==> config.mk <==
export PLATFORM = sky130hd
export DESIGN_NAME = sum_tx_sequencer
export DESIGN_NICKNAME = d
export VERILOG_FILES = /design/src/rtl/sum_tx_sequencer.sv
export SDC_FILE = /design/constraint.sdc
export NUM_CORES = 1
export LEC_CHECK = 0
export ABC_AREA = 1
export CAP_MARGIN = 20
export CORE_MARGIN = 2
export CORE_UTILIZATION = 50
export DETAILED_ROUTE_END_ITERATION = 10
export GPL_ROUTABILITY_DRIVEN = 1
export HOLD_SLACK_MARGIN = 0.15
export PLACE_DENSITY = 0.82
export SLEW_MARGIN = 20
export SYNTH_ARGS = -nofsm -noshare
export SYNTH_HDL_FRONTEND = slang
export SYNTH_SLANG_ARGS = --single-unit
export TNS_END_PERCENT = 30
==> constraint.sdc <==
create_clock -name clk -period 4.9 [get_ports clk]
set_input_delay 0.49 -clock clk [delete_from_list [all_inputs] [get_ports clk]]
set_output_delay 0.49 -clock clk [all_outputs]
set_load 0.05 [all_outputs]
==> src/rtl/sum_tx_sequencer.sv <==
// ----------------------------------------------------------------------------
// sum_tx_sequencer
//   Front-end controller for the operand-latch / 4-bit adder / UART-TX chain.
//   Debounces three raw active-low buttons and strobes the operand latch save
//   lines. On a send request it snapshots the 5-bit sum, formats it as two
//   ASCII decimal digits followed by CR LF, and feeds the UART one byte at a
//   time through its en/busy handshake.
//
// Ports
//   clk          in   system clock, rising edge
//   reset_n      in   synchronous active-low reset
//   btn_a_n      in   raw button, low = capture operand A
//   btn_b_n      in   raw button, low = capture operand B
//   btn_send_n   in   raw button, low = transmit current sum
//   sum_in       in   [4:0] adder result
//   uartbusy     in   UART transmitter busy
//   save_a_n     out  latch A save strobe, active low, one cycle
//   save_b_n     out  latch B save strobe, active low, one cycle
//   uart_tx_en   out  one-cycle byte-start strobe
//   uart_tx_data out  [7:0] byte presented to the UART, held through the byte
//   seq_busy     out  high while the FSM is not IDLE
//   seq_done     out  one-cycle pulse after the 4th byte completes
//   err_timeout  out  sticky handshake-timeout flag, cleared at next send
//   dbg_state    out  [3:0] current FSM state encoding
//
// UART handshake: the sequencer only raises uart_tx_en while uartbusy is low
// and uart_tx_data already holds the byte. It then expects uartbusy to rise
// within BUSY_TIMEOUT+1 cycles and treats its fall as byte completion; the
// data register is not touched again until that fall.
// ----------------------------------------------------------------------------
module sum_tx_sequencer #(
  parameter int DEBOUNCE_CYCLES = 1000,
  parameter int SETTLE_CYCLES   = 2,
  parameter int BUSY_TIMEOUT    = 64,
  parameter bit AUTO_SEND       = 1'b0
) (
  input  logic       clk,
  input  logic       reset_n,
  input  logic       btn_a_n,
  input  logic       btn_b_n,
  input  logic       btn_send_n,
  input  logic [4:0] sum_in,
  input  logic       uartbusy,
  output logic       save_a_n,
  output logic       save_b_n,
  output logic       uart_tx_en,
  output logic [7:0] uart_tx_data,
  output logic       seq_busy,
  output logic       seq_done,
  output logic       err_timeout,
  output logic [3:0] dbg_state
);

  typedef enum logic [3:0] {
    IDLE      = 4'd0,
    SAVE_A    = 4'd1,
    SAVE_B    = 4'd2,
    SETTLE    = 4'd3,
    SNAP      = 4'd4,
    WAIT_IDLE = 4'd5,
    STROBE    = 4'd6,
    WAIT_HI   = 4'd7,
    WAIT_LO   = 4'd8,
    DONE      = 4'd9
  } state_t;

  localparam int DBW     = $clog2(DEBOUNCE_CYCLES + 1);
  localparam int CNT_MAX = (BUSY_TIMEOUT > SETTLE_CYCLES) ? BUSY_TIMEOUT : SETTLE_CYCLES;
  localparam int CNTW    = $clog2(CNT_MAX + 2);

  // --------------------------------------------------------------------------
  // Debouncers: bit 0 = A, bit 1 = B, bit 2 = send.
  // A level is accepted once the synchronized input has differed from the
  // accepted level for DEBOUNCE_CYCLES consecutive samples. evt pulses for one
  // cycle on an accepted 1->0 change, so one physical press gives one event.
  // --------------------------------------------------------------------------
  logic [2:0]     raw;
  logic [2:0]     sync1;
  logic [2:0]     sync2;
  logic [2:0]     stable;
  logic [2:0]     evt;
  logic [DBW-1:0] db_cnt [3];

  assign raw = {btn_send_n, btn_b_n, btn_a_n};

  always_ff @(posedge clk) begin
    if (!reset_n) begin
      sync1  <= 3'b111;
      sync2  <= 3'b111;
      stable <= 3'b111;
      evt    <= 3'b000;
      for (int i = 0; i < 3; i++) db_cnt[i] <= '0;
    end else begin
      sync1 <= raw;
      sync2 <= sync1;
      evt   <= 3'b000;
      for (int i = 0; i < 3; i++) begin
        if (sync2[i] == stable[i]) begin
          db_cnt[i] <= '0;
        end else if (db_cnt[i] == DBW'(DEBOUNCE_CYCLES - 1)) begin
          db_cnt[i] <= '0;
          stable[i] <= sync2[i];
          evt[i]    <= ~sync2[i];
        end else begin
          db_cnt[i] <= db_cnt[i] + 1'b1;
        end
      end
    end
  end

  // --------------------------------------------------------------------------
  // FSM and datapath registers
  // --------------------------------------------------------------------------
  state_t          state;
  state_t          state_next;
  logic            pend_b;
  logic            pend_send;
  logic [CNTW-1:0] cnt;
  logic [1:0]      idx;
  logic [1:0]      tens_r;
  logic [4:0]      ones_r;
  logic [1:0]      tens_c;
  logic [4:0]      ones_c;
  logic [7:0]      byte_sel;

  // Decimal split of the live sum; only registered in SNAP.
  always_comb begin
    tens_c = 2'd0;
    ones_c = sum_in;
    if (sum_in >= 5'd30) begin
      tens_c = 2'd3;
      ones_c = sum_in - 5'd30;
    end else if (sum_in >= 5'd20) begin
      tens_c = 2'd2;
      ones_c = sum_in - 5'd20;
    end else if (sum_in >= 5'd10) begin
      tens_c = 2'd1;
      ones_c = sum_in - 5'd10;
    end
  end

  always_comb begin
    byte_sel = 8'h0A;
    case (idx)
      2'd0:    byte_sel = 8'h30 + {6'd0, tens_r};
      2'd1:    byte_sel = 8'h30 + {3'd0, ones_r};
      2'd2:    byte_sel = 8'h0D;
      default: byte_sel = 8'h0A;
    endcase
  end

  always_comb begin
    state_next = state;
    save_a_n   = 1'b1;
    save_b_n   = 1'b1;
    uart_tx_en = 1'b0;
    seq_done   = 1'b0;
    case (state)
      IDLE: begin
        if (evt[0])      state_next = SAVE_A;
        else if (evt[1]) state_next = SAVE_B;
        else if (evt[2]) state_next = SETTLE;
      end
      SAVE_A: begin
        save_a_n = 1'b0;
        if (pend_b)         state_next = SAVE_B;
        else if (pend_send) state_next = SETTLE;
        else                state_next = IDLE;
      end
      SAVE_B: begin
        save_b_n   = 1'b0;
        state_next = pend_send ? SETTLE : IDLE;
      end
      SETTLE: begin
        if (int'(cnt) + 1 >= SETTLE_CYCLES) state_next = SNAP;
      end
      SNAP: state_next = WAIT_IDLE;
      WAIT_IDLE: begin
        if (!uartbusy) state_next = STROBE;
      end
      STROBE: begin
        uart_tx_en = 1'b1;
        state_next = WAIT_HI;
      end
      WAIT_HI: begin
        // cnt is 0 on the first WAIT_HI cycle, so the abort happens on the
        // (BUSY_TIMEOUT+1)-th cycle without busy.
        if (uartbusy)                        state_next = WAIT_LO;
        else if (int'(cnt) >= BUSY_TIMEOUT)  state_next = IDLE;
      end
      WAIT_LO: begin
        if (!uartbusy) state_next = (idx == 2'd3) ? DONE : WAIT_IDLE;
      end
      DONE: begin
        seq_done   = 1'b1;
        state_next = IDLE;
      end
      default: state_next = IDLE;
    endcase
  end

  always_ff @(posedge clk) begin
    if (!reset_n) begin
      state        <= IDLE;
      pend_b       <= 1'b0;
      pend_send    <= 1'b0;
      cnt          <= '0;
      idx          <= 2'd0;
      tens_r       <= 2'd0;
      ones_r       <= 5'd0;
      uart_tx_data <= 8'h00;
      err_timeout  <= 1'b0;
    end else begin
      state <= state_next;

      // Per-state cycle counter, restarted on every state change.
      if (state_next != state) cnt <= '0;
      else if (cnt != '1)      cnt <= cnt + 1'b1;

      // Remember what must follow the A strobe when several events coincide.
      if (state == IDLE) begin
        pend_b    <= evt[0] & evt[1];
        pend_send <= (evt[0] | evt[1]) & (evt[2] | (AUTO_SEND & evt[1]));
      end

      if (state_next == SETTLE && state != SETTLE) err_timeout <= 1'b0;
      if (state == WAIT_HI && state_next == IDLE)  err_timeout <= 1'b1;

      if (state == SNAP) begin
        tens_r <= tens_c;
        ones_r <= ones_c;
        idx    <= 2'd0;
      end

      if (state == WAIT_IDLE && !uartbusy) uart_tx_data <= byte_sel;

      if (state == WAIT_LO && !uartbusy && idx != 2'd3) idx <= idx + 2'd1;
    end
  end

  assign seq_busy  = (state != IDLE);
  assign dbg_state = state;

endmodule

==> results of run 1 <==
==> sequential cells by signal (all words and copies together), names as in the netlist <==
signal,cells
db_cnt,30
cnt,7
uart_tx_data,6
ones_r,5
dbg_state,4
evt,3
stable,3
sync1,3
sync2,3
idx,2
tens_r,2
err_timeout,1
pend_b,1
pend_send,1
==> critical path, delay by kind of cell (launching register included) <==
| family | cells | cell delay [ns] |
|---|---|---|
| flops | 1 | 0.52 |
| buf+inv | 2 | 0.87 |
| simple gates | 3 | 0.35 |
==> kinds of logic (layout without fill, tap and decap cells) <==
logic type,count (synthesis),in the layout,synth area share [%]
buffers and inverters,74,113,7.30
AOI/OAI and AO/OA,74,74,10.9
and+or+nand+nor,240,240,30.8
other,2,31,0.192
xor gates and xnor gates,7,7,1.57
DFF,71,71,44.1
adders and majority gates,16,16,5.12
==> how the worst max path moves through the flow <==
stage / from / to / slack (ns) / cells after the start
after detailed placement: reset_n / db_cnt[0][2] / 2.22 / 6
after global routing: dbg_state[2] / uart_tx_en / 2.22 / 5
after global placement: reset_n / db_cnt[0][3] / 2.40 / 6
after floorplan: dbg_state[3] / seq_done / 2.44 / 2
final: dbg_state[2] / uart_tx_en / 2.32 / 5
after CTS: dbg_state[2] / uart_tx_en / 2.30 / 5
==> metal layers <==
metal,up-vias,routed length [um]
met5,-,0
met4,0,135
met3,11,260
met2,67,3640
met1,1459,3410
li1,1696,-
==> stage by stage <==
stage | utilization [%] | cell area [um^2] | setup WS [ns] | hold WS [ns] | power (W)
2_1_floorplan | - | 4020 | 2.44 | 0.393 | 0.000712
3_5_place_dp | 57.5 | 4400 | 2.22 | 0.409 | 0.000735
3_3_place_gp | 57.5 | 4400 | 2.40 | 0.394 | 0.000731
5_1_grt | 59.5 | 4550 | 2.22 | 0.446 | 0.00115
4_1_cts | 59.5 | 4550 | 2.30 | 0.433 | 0.00112
6_report | 59.5 | 4550 | 2.32 | 0.423 | 0.00111
==> power by group through the flow <==
stage,Sequential (W),Clock (W),Combinational [W]
6_report,0.000644,0.000387,0.0000786
5_1_grt,0.000646,0.000418,0.0000904
4_1_cts,0.000644,0.000394,0.0000784
3_5_place_dp,0.000657,0,0.0000778
3_3_place_gp,0.000656,0,0.0000752
2_1_floorplan,0.000654,0,0.0000580
==> synthesized netlist by cell type (2+ instances only) <==
master,number
sky130_fd_sc_hd__nand2_1,83
sky130_fd_sc_hd__nor2_1,63
sky130_fd_sc_hd__inv_1,60
sky130_fd_sc_hd__dfxtp_1,41
sky130_fd_sc_hd__a21oi_1,36
sky130_fd_sc_hd__edfxtp_1,30
sky130_fd_sc_hd__nand3_1,21
sky130_fd_sc_hd__o21ai_0,17
sky130_fd_sc_hd__ha_1,16
sky130_fd_sc_hd__nor3_1,11
sky130_fd_sc_hd__nor2_2,9
sky130_fd_sc_hd__inv_2,8
sky130_fd_sc_hd__nand2_2,7
sky130_fd_sc_hd__nor3_2,7
sky130_fd_sc_hd__nor3b_1,7
sky130_fd_sc_hd__or2_2,7
sky130_fd_sc_hd__xor2_1,6
sky130_fd_sc_hd__nand3_2,4
sky130_fd_sc_hd__nand4_1,4
sky130_fd_sc_hd__a211oi_1,3
sky130_fd_sc_hd__a31oi_1,3
sky130_fd_sc_hd__and3_1,3
sky130_fd_sc_hd__clkbuf_1,3
sky130_fd_sc_hd__o211ai_1,3
sky130_fd_sc_hd__buf_4,2
sky130_fd_sc_hd__conb_1,2
sky130_fd_sc_hd__nand2_4,2
sky130_fd_sc_hd__nand3_4,2
sky130_fd_sc_hd__nor2_4,2
sky130_fd_sc_hd__nor4_1,2
sky130_fd_sc_hd__o21a_1,2
sky130_fd_sc_hd__o21ai_1,2
sky130_fd_sc_hd__o21ai_2,2
==> area by class of cell <==
cell class | count | area [um^2]
inverters | 69 | 259
flip-flops and latches | 71 | 1720
well taps | 102 | 128
clock buffers | 10 | 128
repair buffers | 28 | 278
clock inverters | 6 | 27.5
multi-input cells | 368 | 2010
fillers | 642 | 3100
==> results.md, run 1 <==
- Compared with the post-synthesis result, the final layout area differs by 16.5%.
- The synthesized instance count is 484.
- The clock latency at the later pin of the worst-skew pair is 0.34 ns.
- The largest net degree at the start of global routing is 20.
- The largest area contributor in the synthesized netlist is sky130_fd_sc_hd__edfxtp_1.
- Setup repair after global routing left no endpoint under its margin.
- The internal power of the cells totals 0.000838 W.
- The part of the power in combinational logic is 7.1%.
- The critical path is of the register to output port type.
- The fraction of final layout cells with drive strength greater than 1 is 11.8%.
- The post-CTS setup buffer count is 0.
- The per-cell via count in the routed design is 4.94.
- Clock-pin slew was measured on the worst setup and hold paths at 0.07 ns.
- The sum of negative setup slack is 0 ns.
- The post-detailed-route wirelength per cell is 11.4 um.
- Data on the critical path is required at its endpoint by 4.41 ns.
- Yosys printed 0 warnings.
- The number of nets in the final layout is 574.
- For this run the aggregate overflow at the end of global routing stands at 0.
- The clock root buffer is sky130_fd_sc_hd__clkbuf_8.
- Yosys mapped a number of flops with a built-in enable equal to 30.
- The sort of element at the end of the critical path is an output port.
- The die covers 0.00854 mm^2.
- Setup violations remaining at the end of the flow were counted as 0.
- The final estimated routing congestion in global placement is 0.876.
- Of the total power, registers draw 58.0%.
- The type of the most critical hold path is register to register.
- The signal on the critical path passes through nand2_4 -> nor2_1 -> nand2_1 -> inv_1 -> clkdlybuf4s50_1.
- The first-pass GRT wire length is 12.9 mm.
- After detailed routing, the number of remaining DRC violations is 0.
- STA classifies the critical path startpoint as a register.
- The number of global-route vias before repair is 3053.
- The post-detailed-placement half-perimeter wirelength is 5.66 mm.
- The final cell count without fillers is 654.
- The normalized max-slew margin is 47.9%.
- For this block, the via count after detailed routing is 3233.
- In this run, post-CTS hold repair placed 0 buffers.
- Data on the critical path arrives at its endpoint at 2.09 ns.
- After synthesis the netlist holds a flip-flop and latch count of 71.
- The fraction of power spent switching nets is 24.5%.
- The width of the die is 92.4 um.
- Counting the buffers created by CTS gives 9.
- The initial antenna violation count is 0.
- The share of power burned in the clock network is 34.9%.
- The total area inside the core boundary comes to 0.00765 mm^2.
- The reg-to-reg critical path endpoint is cnt[2].
- The worst register-to-register path has a depth of 13.
- Counting instances, the worst hold path has a depth of 1.
- The library cell used most frequently in the layout, excluding fill and tap cells, is sky130_fd_sc_hd__nand2_1.
- The remaining number of nets flagged by the antenna check after routing is 0.
- The overall routing resource usage is 18.9%.
- The commonest register cell after synthesis is sky130_fd_sc_hd__dfxtp_1.
- After clock tree synthesis, the repair step resized 0 gates.
- The flow ran to the end, and the final reports show no timing, DRC or antenna violations.
- The path with the worst hold slack has its endpoint at sync2[2].
- Once the floorplan was initialized, standard cells occupied 51.1% of the core.
- The level count of the clock H-tree is 3.
- The fraction of post-synthesis cell area in the top cell type by area is 23.1%.
- Timing would allow up to 388 MHz.
- The transition time at the pin with the least slew margin is 0.778 ns.
- The worst path in the final design needs a cycle of 2.58 ns, including I/O delays and setup.
- Power spread over the standard cell area amounts to 244 mW/mm^2.
- The source of the worst hold timing path is sync1[2].
- In the post-synthesis netlist, the biggest area contributors are sky130_fd_sc_hd__edfxtp_1 23%, sky130_fd_sc_hd__dfxtp_1 21%, sky130_fd_sc_hd__nand2_1 8.0%.
- Global routing used 2.60% of the available met3 tracks.
- The period utilization is 52.6%.
- The total number of clock tree sinks is 71.
- The buffer depth of the longest clock path is 2.
- The global-route met2 utilization is 31.9%.
- The number of hold-slack violations in the final timing report is 0.
- The analysis attributes to cell leakage a power of 1.90 nW.
- Summed over all nets, the switching power comes to 0.000271 W.
- The DRC violation total after the first TritonRoute iteration is 147.
- The first detailed-routing pass ran for 5 iterations.
- In this run the count of I/O pins placed on the die edge is 29.
- In this run the worst path has a maximum fanout of 7.
- The layer flagged by global routing as most heavily used is met2.
- In this run, distinct cell masters in the synthesized netlist total 47.
- The met1 track utilization from global routing is 23.5%.
- The number of placed instances, taps included, is 638.
- The fraction of registers with async set or reset after synthesis is 0%.
- Across the VDD grid, the largest voltage drop is 0.211 mV.
- The highest cell delay on the worst timing path is 0.80 ns.
- Averaged over all synthesized cells, the footprint is 8.07 um^2.
- Across the run, the number of max-cap violations was 0.
- On the critical path, the stage with the largest delay is an instance of sky130_fd_sc_hd__clkdlybuf4s50_1.
- The y dimension of the die is 92.4 um.
- 0 antenna diodes ended up in the layout.
- The final layout contains routed wiring with a total length of 7.45 mm.
- The CTS tree is built.
- The register-to-register setup slack is 3.02 ns.
- The number of slew-limit violations in the final report is 0.
- Port buffering added 27 buffers.
- The sequential share of the synthesized area is 44.1%.
- Between clock sinks in the finished design, the worst skew comes to 0.00787 ns.
- In this run the critical register-to-register path is launched from cnt[0].
- Leaving out fill and tap cells, the most frequent cells in the layout are 83 x sky130_fd_sc_hd__nand2_1, 63 x sky130_fd_sc_hd__nor2_1, 60 x sky130_fd_sc_hd__inv_1.
- The number of rows created at floorplan is 32.
- The cell area after synthesis is 0.00391 mm^2.
Power figures use the tool's default switching activity.
==> run 2: changes to the inputs <==
Clock period 4.9 ns to 2.7 ns, I/O delays scaled along.
==> run 2 against run 1 <==
  * First-iteration DRC count decreased by 2.0%
  * Setup slack worse by 2.0 ns
  * Die area did not move
  * Total power is 84% higher
  * Register-to-register slack got worse by 2.2 ns
  * Utilization is 0.18 points higher
  * Via count up 0.96%
  * Final area is 0.30% higher
  * Count of clock-buffer cells in the layout up 5
  * Critical path type unchanged
  * Hold slack lost 0.012 ns
  * Non-clock buffer count is 1 higher
  * Critical endpoint unchanged
==> results.md, run 2 (synthesis results as in run 1) <==
- Run status: finished, final reports clean (unchanged).
- The critical-path maximum fanout came to 7 (unchanged).
- The overall routing resource usage came to 19.6% (was 18.9%).
- The most common cell after layout, fill and taps aside is sky130_fd_sc_hd__nand2_1 (unchanged).
- The antenna diode instance count is 0 (unchanged).
- The register clock-pin slew on the reported worst setup and hold paths was 0.07 ns (about the same).
- The per-cell via count in the routed design is 4.98 (was 4.94).
- The post-detailed-placement cell area was 0.00440 mm^2 (about the same).
- The area growth from synthesis to layout was 16.8% (was 16.5%).
- The internal power is 0.00156 W (was 0.000838 W).
- The width of the die is 92.4 um (unchanged).
- The count of hold buffers inserted by post-cts repair is 0 (unchanged).
- Commonest cells after routing, fill and taps aside: 83 x sky130_fd_sc_hd__nand2_1, 63 x sky130_fd_sc_hd__nor2_1, 60 x sky130_fd_sc_hd__inv_1 (unchanged).
- Cell chain of the critical path: nand2_4 -> nor2_1 -> nand2_1 -> inv_1 -> clkdlybuf4s50_1 (unchanged).
- The remaining routing DRC violations is 0 (unchanged).
- The hold path endpoint was sync2[1] (was sync2[2]).
- The DRC violation total after the first TritonRoute iteration came to 144 (was 147).
- The largest net degree at the start of global routing is 24 (was 20).
- The worst-case vdd ir drop is 0.326 mV (was 0.211 mV).
- The fraction of power spent switching nets is 23.6% (was 24.5%).
- The post-detailed-route wirelength per cell is 11.9 um (was 11.4 um).
- The critical register-to-register path startpoint was cnt[0] (unchanged).
- The data arrival at the endpoint of the critical path came to 2.10 ns (was 2.09 ns).
- Top Registers: db_cnt (30), cnt (7), uart_tx_data (6) (unchanged).
- The maximum clock skew at final layout came to 0.0139 ns (was 0.00787 ns).
- The level count of the clock H-tree is 3 (unchanged).
- The starting utilization of the core area came to 51.1% (unchanged).
- The CTS tree is built (unchanged).
- The part of the power in registers was 57.2% (was 58.0%).
- The total die area was 0.00854 mm^2 (unchanged).
- The required time of the worst setup path is 2.43 ns (was 4.41 ns).
- Unrepaired setup endpoints after global routing: no (unchanged).
- The routed wire length is 7.80 mm (was 7.45 mm).
- The power per cell area is 448 mW/mm^2 (was 244 mW/mm^2).
- The number of port buffers is 27 (unchanged).
- The type of the most critical hold path is register to register (unchanged).
- The clock latency at the later pin of the worst-skew pair is 0.35 ns (was 0.34 ns).
- The slowest cell on the critical path is sky130_fd_sc_hd__clkdlybuf4s50_1 (unchanged).
- The period utilization is 87.9%.
- The register-to-register setup slack was 0.84 ns (was 3.02 ns).
- The number of cells traversed by the worst register-to-register path is 13 (unchanged).
- The final estimated routing congestion in global placement is 0.863 (was 0.876).
- The initial antenna violation count is 0 (unchanged).
- The number of global-route vias before repair is 3201 (was 3053).
- The y dimension of the die is 92.4 um (unchanged).
- The final design area excluding fillers came to 0.00456 mm^2 (was 0.00455 mm^2).
- For this run, the top clock speed supported by timing is 422 MHz.
- The highest cell delay on the worst timing path came to 0.79 ns (was 0.80 ns).
- The share of power burned in the clock network is 35.7% (was 34.9%).
- The remaining number of nets flagged by the antenna check after routing is 0 (unchanged).
- The fraction of final layout cells with drive strength greater than 1 came to 11.9% (was 11.8%).
- The family of cells with the greatest summed delay on the critical path is buffers and inverters (unchanged).
- The final-layout fill cell count is 659 (was 642).
- The sort of element at the end of the critical path is an output port (unchanged).
- The kind of launch point of the worst setup path is a register (unchanged).
- The reported leakage power was 1.91 nW (was 1.90 nW).
- The quantity of gates resized following cts is 0 (unchanged).
- For the finished layout, the period the worst path requires is 2.37 ns.
- The reg-to-reg critical path endpoint was cnt[2] (unchanged).
- The number of detailed-routing iterations run before antenna repair is 4 (was 5).
- The source of the worst hold timing path was sync1[1] (was sync1[2]).
- The switching power total was 0.000483 W (was 0.000271 W).
- The sum of negative setup slack came to 0 ns (unchanged).
- The clock root buffer is sky130_fd_sc_hd__clkbuf_8 (unchanged).
- The part of the power in combinational logic is 7.1% (about the same).
- The number of setup violations in the final report is 0 (unchanged).
- The number of rows created at floorplan is 32 (unchanged).
- The most flop-heavy register was db_cnt (unchanged).
- The number of top-level pins came to 29 (unchanged).
- The number of violations of the max-capacitance limit is 0 (unchanged).
- The sum of overflow across all layers after global routing came to 0 (unchanged).
- The post-detailed-placement half-perimeter wirelength is 6.04 mm (was 5.66 mm).
- The number of nets in the final layout is 575 (was 574).
- The transition time at the pin with the least slew margin is 0.743 ns (was 0.778 ns).
- The worst hold path stage count came to 1 (unchanged).
- The number of vias after detailed routing is 3264 (was 3233).
- The minimum setup slack after placement is 0.613 ns (was 2.22 ns).
- The number of CTS-inserted buffers is 9 (unchanged).
- The buffer depth of the longest clock path came to 2 (unchanged).
- The number of slew-limit violations in the final report is 0 (unchanged).
- The number of hold-slack violations in the final timing report is 0 (unchanged).
- The number of flip-flops in the largest register was 30 (unchanged).
- The kind of critical path is register to output port (unchanged).
- The minimum setup slack in the final design was 0.328 ns (was 2.32 ns).
- The standard cell core area came to 0.00765 mm^2 (unchanged).
- The first-pass GRT wire length is 13.4 mm (was 12.9 mm).
- The normalized max-slew margin is 50.3% (was 47.9%).
- The post-CTS setup buffer count was 0 (unchanged).
- The total number of clock tree sinks is 71 (unchanged).
- The total buffers and inverters traversed by the critical path was 2 (unchanged).
## run 2: changes by cell type in the layout (fill, tap and decap cells not counted)
cell                         previous run  this run
sky130_fd_sc_hd__clkbuf_1               1         5
sky130_fd_sc_hd__clkinv_1               5         1
sky130_fd_sc_hd__buf_4                  1         2
sky130_fd_sc_hd__clkbuf_8               9        10
sky130_fd_sc_hd__clkinvlp_4             1         0
## run 2: power groups by stage
stage | Sequential [W] | Clock (W) | Combinational (W)
5_1_grt | 0.00117 | 0.000788 | 0.000167
6_report | 0.00117 | 0.000730 | 0.000146
3_5_place_dp | 0.00119 | 0 | 0.000144
2_1_floorplan | 0.00119 | 0 | 0.000105
3_3_place_gp | 0.00119 | 0 | 0.000139
4_1_cts | 0.00117 | 0.000747 | 0.000145
## run 2: how the worst max path moves through the flow
stage                  from          to  slack (ns)  cells past startpoint
3_3_place_gp      sum_in[1]   ones_r[3]        0.70                     12
6_report       dbg_state[2]  uart_tx_en        0.33                      5
3_5_place_dp      sum_in[1]   ones_r[3]        0.61                     12
5_1_grt        dbg_state[2]  uart_tx_en        0.23                      5
4_1_cts        dbg_state[0]    seq_done        0.32                      3
2_1_floorplan  dbg_state[3]    seq_done        0.46                      2
## run 2: area by class of cell
class | instances | area (um^2) | area share [%]
Clock inverter | 1 | 5.00 | 0.110
Tap cell | 102 | 128 | 2.80
Clock buffer | 15 | 156 | 3.43
Multi-Input combinational cell | 368 | 2010 | 44.0
Inverter | 69 | 259 | 5.67
Sequential cell | 71 | 1720 | 37.7
Timing Repair Buffer | 29 | 285 | 6.25
## run 2: per-layer routing
layer  GRT usage [%]  routed length, um  vias to the layer above
li1                -                  -                     1697
met1            22.3               3400                     1488
met2            35.2               3870                       60
met3            3.09                272                       19
met4            10.3                260                        0
met5               0                  0                        -
## run 2: stage by stage
step	hold WS (ns)	cells	power, W	util [%]
after global placement	0.399	639	0.00133	57.6
final	0.411	655	0.00204	59.7
after CTS	0.417	655	0.00206	59.7
after floorplan	0.377	513	0.00129	-
after detailed placement	0.404	639	0.00134	57.6
after global routing	0.420	655	0.00213	59.7
==> run 3: changes to the inputs <==
Settings changed: CORE_ASPECT_RATIO set to 0.6.
==> run 3 against run 2 <==
  * Sequential cell count stayed put
  * Count of clock-buffer cells in the layout is 3 lower
  * Total power is 19% higher
  * Global-route usage is 1.8 points higher
  * Sequential share of layout area is 1.0 points lower
  * Final cell count is 0.46% higher
  * Critical path type unchanged
  * Critical endpoint unchanged
  * Largest power group unchanged
  * Highest routed layer unchanged
==> results.md, run 3 (synthesis results as in run 1) <==
- Run status: finished, final reports clean (unchanged).
- The total area of multi-input combinational cells is 0.00201 mm^2 (unchanged).
- The final-layout fill cell count came to 620 (was 659).
- The required time of the worst setup path is 2.43 ns (about the same).
- The number of detailed-routing iterations run before antenna repair came to 4 (unchanged).
- The post-detailed-route wirelength per cell is 12.8 um (was 11.9 um).
- The achievable clock frequency is 427 MHz (was 422 MHz).
- The number of slew-limit violations in the final report came to 0 (unchanged).
- The post-CTS setup buffer count came to 0 (unchanged).
- Unrepaired setup endpoints after global routing: no (unchanged).
- The buffer depth of the longest clock path was 2 (unchanged).
- The y dimension of the die came to 72.5 um (was 92.4 um).
- The clock latency at the later pin of the worst-skew pair is 0.33 ns (was 0.35 ns).
- The number of vias after detailed routing is 3298 (was 3264).
- The DRC violation total after the first TritonRoute iteration came to 256 (was 144).
- Commonest cells after routing, fill and taps aside: 83 x sky130_fd_sc_hd__nand2_1, 63 x sky130_fd_sc_hd__nor2_1, 60 x sky130_fd_sc_hd__inv_1 (unchanged).
- The remaining routing DRC violations came to 0 (unchanged).
- The area growth from synthesis to layout came to 20.0% (was 16.8%).
- The remaining number of nets flagged by the antenna check after routing is 0 (unchanged).
- Top Registers: db_cnt (30), cnt (7), uart_tx_data (6) (unchanged).
- The clock root buffer is sky130_fd_sc_hd__clkbuf_16 (was sky130_fd_sc_hd__clkbuf_8).
- The count of hold buffers inserted by post-cts repair is 0 (unchanged).
- The power consumption is 0.00242 W (was 0.00204 W).
- The quantity of gates resized following cts was 0 (unchanged).
- The period utilization is 86.8% (was 87.9%).
- The routed wire length is 8.40 mm (was 7.80 mm).
- The number of port buffers was 27 (unchanged).
- The number of nets in the final layout is 576 (was 575).
- The critical-path maximum fanout is 7 (unchanged).
- The shortest clock period the worst path allows after layout is 2.34 ns (was 2.37 ns).
- The number of hold-slack violations in the final timing report came to 0 (unchanged).
- The worst-case vdd ir drop is 0.305 mV (was 0.326 mV).
- The number of violations of the max-capacitance limit is 0 (unchanged).
- The number of top-level pins came to 29 (unchanged).
- The kind of launch point of the worst setup path is a register (unchanged).
- The kind of critical path is register to output port (unchanged).
- The normalized max-slew margin is 45.1% (was 50.3%).
- The fraction of final layout cells with drive strength greater than 1 is 12.8% (was 11.9%).
- The most flop-heavy register is db_cnt (unchanged).
- The first element of the critical path is dbg_state[2] (unchanged).
- The first-pass GRT wire length is 14.5 mm (was 13.4 mm).
- The total die area is 0.00856 mm^2 (was 0.00854 mm^2).
- The number of global-route vias before repair was 3243 (was 3201).
- The most common cell after layout, fill and taps aside is sky130_fd_sc_hd__nand2_1 (unchanged).
- The overall routing resource usage is 21.4% (was 19.6%).
- The largest net degree at the start of global routing is 15 (was 24).
- The number of CTS-inserted buffers came to 9 (unchanged).
- The data arrival at the endpoint of the critical path is 2.07 ns (was 2.10 ns).
- The total number of clock tree sinks came to 71 (unchanged).
- The reported leakage power is 1.98 nW (was 1.91 nW).
- The CTS tree was built (unchanged).
- The register clock-pin slew on the reported worst setup and hold paths is 0.06 ns (was 0.07 ns).
- The reg-to-reg critical path endpoint is cnt[2] (unchanged).
- The post-detailed-placement half-perimeter wirelength was 6.29 mm (was 6.04 mm).
- The antenna diode instance count was 0 (unchanged).
- The sum of negative setup slack is 0 ns (unchanged).
- The level count of the clock H-tree was 3 (unchanged).
- The transition time at the pin with the least slew margin is 0.820 ns (was 0.743 ns).
- The register area is 0.00172 mm^2 (unchanged).
- The initial antenna violation count came to 0 (unchanged).
- The critical register-to-register path startpoint is cnt[0] (unchanged).
- The final estimated routing congestion in global placement is 0.939 (was 0.863).
- The number of rows created at floorplan came to 24 (was 32).
- The sort of element at the end of the critical path is an output port (unchanged).
- The power per cell area is 517 mW/mm^2 (was 448 mW/mm^2).
- The endpoint of the most critical setup path was uart_tx_en (unchanged).
- The starting utilization of the core area is 52.7% (was 51.1%).
- The width of the die is 118 um (was 92.4 um).
- The register-to-register setup slack came to 0.82 ns (was 0.84 ns).
- The type of the most critical hold path is register to register (unchanged).
- The number of flip-flops in the largest register came to 30 (unchanged).
- The maximum clock skew at final layout was 0.00581 ns (was 0.0139 ns).
- The per-cell via count in the routed design is 5.01 (was 4.98).
- The sum of overflow across all layers after global routing is 0 (unchanged).
- The standard cell core area is 0.00742 mm^2 (was 0.00765 mm^2).
- The number of setup violations in the final report was 0 (unchanged).
- The number of cells traversed by the worst register-to-register path is 13 (unchanged).
[run 3: cell types whose count changed in the layout (fill, tap and decap cells not counted), sizes merged]
| cell | delta |
|---|---|
| buf | +1 |
| clkbuf | -3 |
| clkinv | +3 |
[run 3: metrics by stage]
stage / instance area, um^2 / hold slack [ns] / worst slack [ns] / util (%) / instances
6_report: 4690 / 0.413 / 0.358 / 63.2 / 658
5_1_grt: 4690 / 0.437 / 0.248 / 63.2 / 658
4_1_cts: 4690 / 0.422 / 0.366 / 63.2 / 658
3_5_place_dp: 4410 / 0.414 / 0.630 / 59.5 / 642
3_3_place_gp: 4410 / 0.400 / 0.758 / 59.5 / 642
2_1_floorplan: 4020 / 0.377 / 0.460 / - / 513
[run 3: report_power, final]
part / switching, W / internal (W)
clock: 0.000439 / 0.000665
combinational: 0.0000909 / 0.0000586
sequential: 0.0000247 / 0.00115
total: 0.000554 / 0.00187
[run 3: final cells by class]
class | instances | share of cell area (%)
Multi-Input combinational cell | 368 | 42.8
Sequential cell | 71 | 36.7
Timing Repair Buffer | 30 | 6.24
Inverter | 69 | 5.52
Clock buffer | 12 | 5.47
Tap cell | 104 | 2.77
Clock inverter | 4 | 0.427
[run 3: how the worst min path moves through the flow]
stage               slack (ns)  depth (start not counted)  endpoint     start
finish                    0.41                          1  sync2[2]  sync1[2]
global route              0.44                          1  sync2[2]  sync1[2]
CTS                       0.42                          1  sync2[2]  sync1[2]
detailed placement        0.41                          1  sync2[2]  sync1[2]
global placement          0.40                          1  sync2[0]  sync1[0]
floorplan                 0.38                          1  sync1[0]   btn_a_n
[run 3: per-layer routing]
layer,up-vias,routed length (um),GRT usage (%)
met2,60,3940,35.2
met5,-,0,0
met1,1530,4110,27.3
li1,1703,-,-
met3,5,293,6.76
met4,0,54,6.83
[run 3: critical path, stage by stage, from the launching register on]
cell and delay [ns]:
sky130_fd_sc_hd__dfxtp_1 0.50, sky130_fd_sc_hd__nand2_4 0.12, sky130_fd_sc_hd__nor2_1 0.14, sky130_fd_sc_hd__nand2_1 0.11
sky130_fd_sc_hd__inv_1 0.08, sky130_fd_sc_hd__clkdlybuf4s50_1 0.79
